`src/rtl/line_decoder.sv`:
```
// rtl/line_decoder.sv - registered binary-to-one-hot decoder with enable and out-of-range flag
// Optional macro LINE_DECODER_ERRCNT_EN adds err_cnt, a saturating count of err pulses.
module line_decoder #(
  parameter int SEL_W = 2,
  parameter int OUT_W = 4
) (
  input  logic             clk,
  input  logic             rst,
  input  logic [SEL_W-1:0] x,
  input  logic             enable,
  output logic [OUT_W-1:0] y,
  output logic             valid,
  output logic             err
`ifdef LINE_DECODER_ERRCNT_EN
  ,
  output logic [7:0]       err_cnt
`endif
);

  // Reject output widths that cannot be addressed by the select code.
  if (OUT_W < 1 || OUT_W > (1 << SEL_W)) begin : g_bad_param
    $error("line_decoder: OUT_W must be in 1 .. 2**SEL_W");
  end

  logic [OUT_W-1:0] y_q, y_d;
  logic             valid_q, valid_d;
  logic             err_q, err_d;
  logic [31:0]      x_ext;
  logic             in_range;

  // Zero-extend x so the range check never depends on SEL_W truncation.
  assign x_ext    = 32'(x);
  assign in_range = (x_ext < 32'(OUT_W));

  // Next-state decode; enable gates x entirely so unknowns on x stay out of y.
  always_comb begin
    y_d     = '0;
    valid_d = 1'b0;
    err_d   = 1'b0;
    if (enable) begin
      if (in_range) begin
        y_d     = OUT_W'(1) << x;
        valid_d = 1'b1;
      end else begin
        err_d   = 1'b1;
      end
    end
  end

  // Output registers with synchronous reset taking priority.
  always_ff @(posedge clk) begin
    if (rst) begin
      y_q     <= '0;
      valid_q <= 1'b0;
      err_q   <= 1'b0;
    end else begin
      y_q     <= y_d;
      valid_q <= valid_d;
      err_q   <= err_d;
    end
  end

  assign y     = y_q;
  assign valid = valid_q;
  assign err   = err_q;

`ifdef LINE_DECODER_ERRCNT_EN
  logic [7:0] err_cnt_q, err_cnt_d;

  // Count each edge that loads err=1, holding at the maximum value.
  always_comb begin
    err_cnt_d = err_cnt_q;
    if (err_d && (err_cnt_q != 8'hFF)) begin
      err_cnt_d = err_cnt_q + 8'd1;
    end
  end

  // Error counter register, cleared by reset.
  always_ff @(posedge clk) begin
    if (rst) begin
      err_cnt_q <= 8'd0;
    end else begin
      err_cnt_q <= err_cnt_d;
    end
  end

  assign err_cnt = err_cnt_q;
`endif

endmodule

```
`config.mk`:
```
export PLATFORM = sky130hd
export DESIGN_NAME = line_decoder
export DESIGN_NICKNAME = d
export VERILOG_FILES = /design/src/rtl/line_decoder.sv
export SDC_FILE = /design/constraint.sdc
export NUM_CORES = 1
export LEC_CHECK = 0
export CAP_MARGIN = 25
export CELL_PAD_IN_SITES_DETAIL_PLACEMENT = 1
export CELL_PAD_IN_SITES_GLOBAL_PLACEMENT = 1
export CORE_AREA = 10 10 47 49
export CTS_CLUSTER_SIZE = 40
export DETAILED_ROUTE_END_ITERATION = 6
export DIE_AREA = 0 0 57 59
export DONT_BUFFER_PORTS = 1
export PLACE_DENSITY_LB_ADDON = 0.12
export SETUP_SLACK_MARGIN = 0.2
export SLEW_MARGIN = 20
export SYNTH_ARGS = -nofsm -noshare
export SYNTH_HDL_FRONTEND = slang
export SYNTH_SLANG_ARGS = --single-unit
```
`constraint.sdc`:
```
create_clock -name clk -period 0.8 [get_ports clk]
set_input_delay 0.12 -clock clk [delete_from_list [all_inputs] [get_ports clk]]
set_output_delay 0.12 -clock clk [all_outputs]
set_load 0.05 [all_outputs]
```
======== Word level (Yosys, flattened, before mapping) ========
Cells that the tools add are included.
storage, ports and cells
  flip-flop bits (word level) ............. 6
  bits of input ports ..................... 5
operators by class
  order comparisons ....................... 1
  shift operators ......................... 1
  multiplexer cells ....................... 2
  bitwise operators ....................... 2
  reduce and logical (&&, ||, !) cells .... 2
operator list
  cell                                                                   number
  1-bit by 2-bit left shift with 4-bit output (first input constant)     1
  2-bit by 3-bit < comparator with 1-bit output (second input constant)  1
  3-bit OR reduction                                                     1
  1-bit two-way mux                                                      2
  1-bit inverter                                                         2
  2-bit OR reduction                                                     1

======== Depth between registers and ports, before layout ========
  depth in word-level cells ............... 3
  depth in mapped cells ................... 1
  gate-level depth less buffers ........... 1

======== Worst setup path after synthesis ========
OpenSTA, ideal clock, no wires.
  path type ............................... register to output
  start ................................... reg valid_q, in the netlist valid
  end ..................................... out valid
  data arrival time ....................... 0.587 ns
  required time ........................... 0.680 ns
  slack ................................... 0.093 ns
  cell stages (with the launch flop) ...... 1
  buffers on the path ..................... 0
  cells stage by stage .................... dfxtp_1
RTL lines
  element                   line  source
  start: declaration        26    logic valid_q, valid_d;
  start signal: assignment  58    valid_q <= valid_d;
  end: declaration          12    output logic valid,
No word-level cell between the ends.

======== Final worst setup path ========
  start ................................... reg valid_q, in the netlist valid
  end ..................................... out valid
No word-level cell between the ends.

==> impl_results.md <==
* DRC marker count from the first detailed-route iteration at 3
* Post-synth top cells: dfxtp_1, and4bb_2
* Met3 routed WL at 68 um
* Syn avg cell area at 14.28 um^2
* Yosys reg bits at 5
* Placer Congestion at 0.4884
* Drt first pass iters at 2
* Total Die Area at 0.003363 mm^2
* Post-synth top area share at 58.39%
* Synth area leaders: dfxtp_1, and4bb_2, nor4b_2
* Ports at 11
* Final setup TNS at 0 ns
* Initial core utilization at 12.23%
* Routed Antenna Nets at 0
* H-tree levels at 1
* Drt via density at 3.419
* GRT overflow at 0
* Final Hold Slack at -0.05785 ns
* Leak at 0.00008315 uW
* Final WL at 404 um
* Fin crit share at 98.20%
* Post-synth top flop: dfxtp_1
* Top-count cell post-synth: dfxtp_1
* IO Port Bufs at 0
* Final hold vios at 1
* Worst Setup Path Type: reg2out
* Sequential share of power at 48.2%
* Asr flop ratio synth at 0%
* Max-cap violations at 0
* DIE HEIGHT at 59 um
* # DRC at 0
* Cts bufs inserted at 3
* CTS Sinks at 5
* Reg clk slew, reported paths at 0.04 ns
* Top cell type by total area after synthesis: dfxtp_1
* Synth-to-layout area growth at 33.58%
* Die Wd at 57 um
* Synth Net Count at 17
* Failing checks: negative hold slack
* Max-slew violation count at 0
* Yosys cell types at 7
* Power density cells at 2543 mW/mm^2
* Critical Path Fanout Max at 1
* EDFF count, synth at 0
* Gr usage total at 3.319%
* Seq/Total Area, Yosys at 58.39%
* Routed wl met2 at 152 um
* Int Pwr at 446.4 uW
* Nets at 21
* Status: complete, but fails checks
* CP Capture Type: primary output
* Min-Delay Path Class: in2reg
* Pin count of the biggest net entering global routing at 6
* DR top layer: met4
* Row count at 14
* Post-Syn Area at 171.4 um^2
* CTS tree: done
* Yosys warns at 0
* RSZ-0062 raised after global routing: yes
* Fmax at 1273 MHz
* Vias in the first global route at 124
* Clk pwr share at 48.0%
* Antenna cells at 0
* Crit path arrival time at 0.67 ns
* Layout Utilization at 16.34%
* Wirelength per Cell at 13.03 um
* Met1 WL at 157 um
* Fin crit period at 0.7856 ns
* Net Switching at 135.9 uW
* Core area at 0.001401 mm^2
* Startpoint types: flip-flop
* Initial antenna violation count at 0
* Vias after detailed routing at 106
* Clock buffer depth at 2
* CTS root buf: clkbuf_4
* Final setup fails at 0
* Logic pwr share at 3.9%
* Worst vdd ir at 0.3853 mV
* Switch share at 23.34%
* Worst path required time at 0.68 ns
* Synth Instances at 12
* Layout cells sized above 1 at 86.67%
* Setup bufs post-CTS at 0
* First-pass GRT wire length at 669 um
-- power by group through the flow --
stage	registers, uW	clock network [uW]	logic, uW
after CTS	281	294	22.5
after global routing	281	328	24.2
after global placement	297	0	23.1
after floorplan	295	0	25.2
after detailed placement	298	0	22.4
final	280	279	22.5
-- layout make-up --
cell class / instances / area [um^2]
Multi-Input combinational cell: 6 / 63.81
Tap cell: 16 / 20.02
Fill cell: 168 / 1172
Sequential cell: 5 / 118.9
Clock buffer: 4 / 26.28
-- timing repair --
item | 4_1_cts | 5_1_grt
endpoints found under the hold margin | 1 | 1
resized for setup | 5 | 0
cloned | 0 | 0
endpoints found under the setup margin | 5 | 5
-- kinds of logic after synthesis --
family                 Yosys count  share of synthesized area (%)
DFF                              5                          58.40
and+or+nand+nor                  5                          35.03
other                            1                          2.188
buffers and inverters            1                          4.381
-- state kept, by name, summed over array words and instances (netlist names) --
signal,flops
valid,1
y,4
-- final timing paths --
path,start,endpoint,slack [ns],cells after the start
min,rst,y[0],-0.06,1
max,valid,valid,0.01,0
-- metrics by stage --
step                cells  total power, uW  setup slack, ns  cell area [um^2]  hold WS [ns]
detailed placement     27            320.1           0.2081             190.2        0.1901
finish                 31            582.4          0.01442             229.0      -0.05785
global placement       27            319.7           0.2142             190.2        0.1922
global route           31            633.2         -0.02055             229.0      -0.07823
floorplan              12            320.2           0.2256             177.7        0.1832
CTS                    31            597.3         0.002166             229.0      -0.06551
-- cell usage in the layout (no fill, tap or decap) --
| cell type | count |
|---|---|
| dfxtp_4 | 5 |
| clkbuf_4 | 3 |
| and4bb_2 | 2 |
| and4b_2 | 1 |
| and2b_2 | 1 |
| nor4b_2 | 1 |
| conb_1 | 1 |
| clkbuf_1 | 1 |
-- metal layers --
metal  vias to the layer above  global-route usage, %
met4                         0                  6.040
met3                         2                  3.863
met2                        11                  2.791
met5                         -                      0
li1                         46                      -
met1                        47                  2.712
No activity file was read; power rests on OpenSTA's default activity.
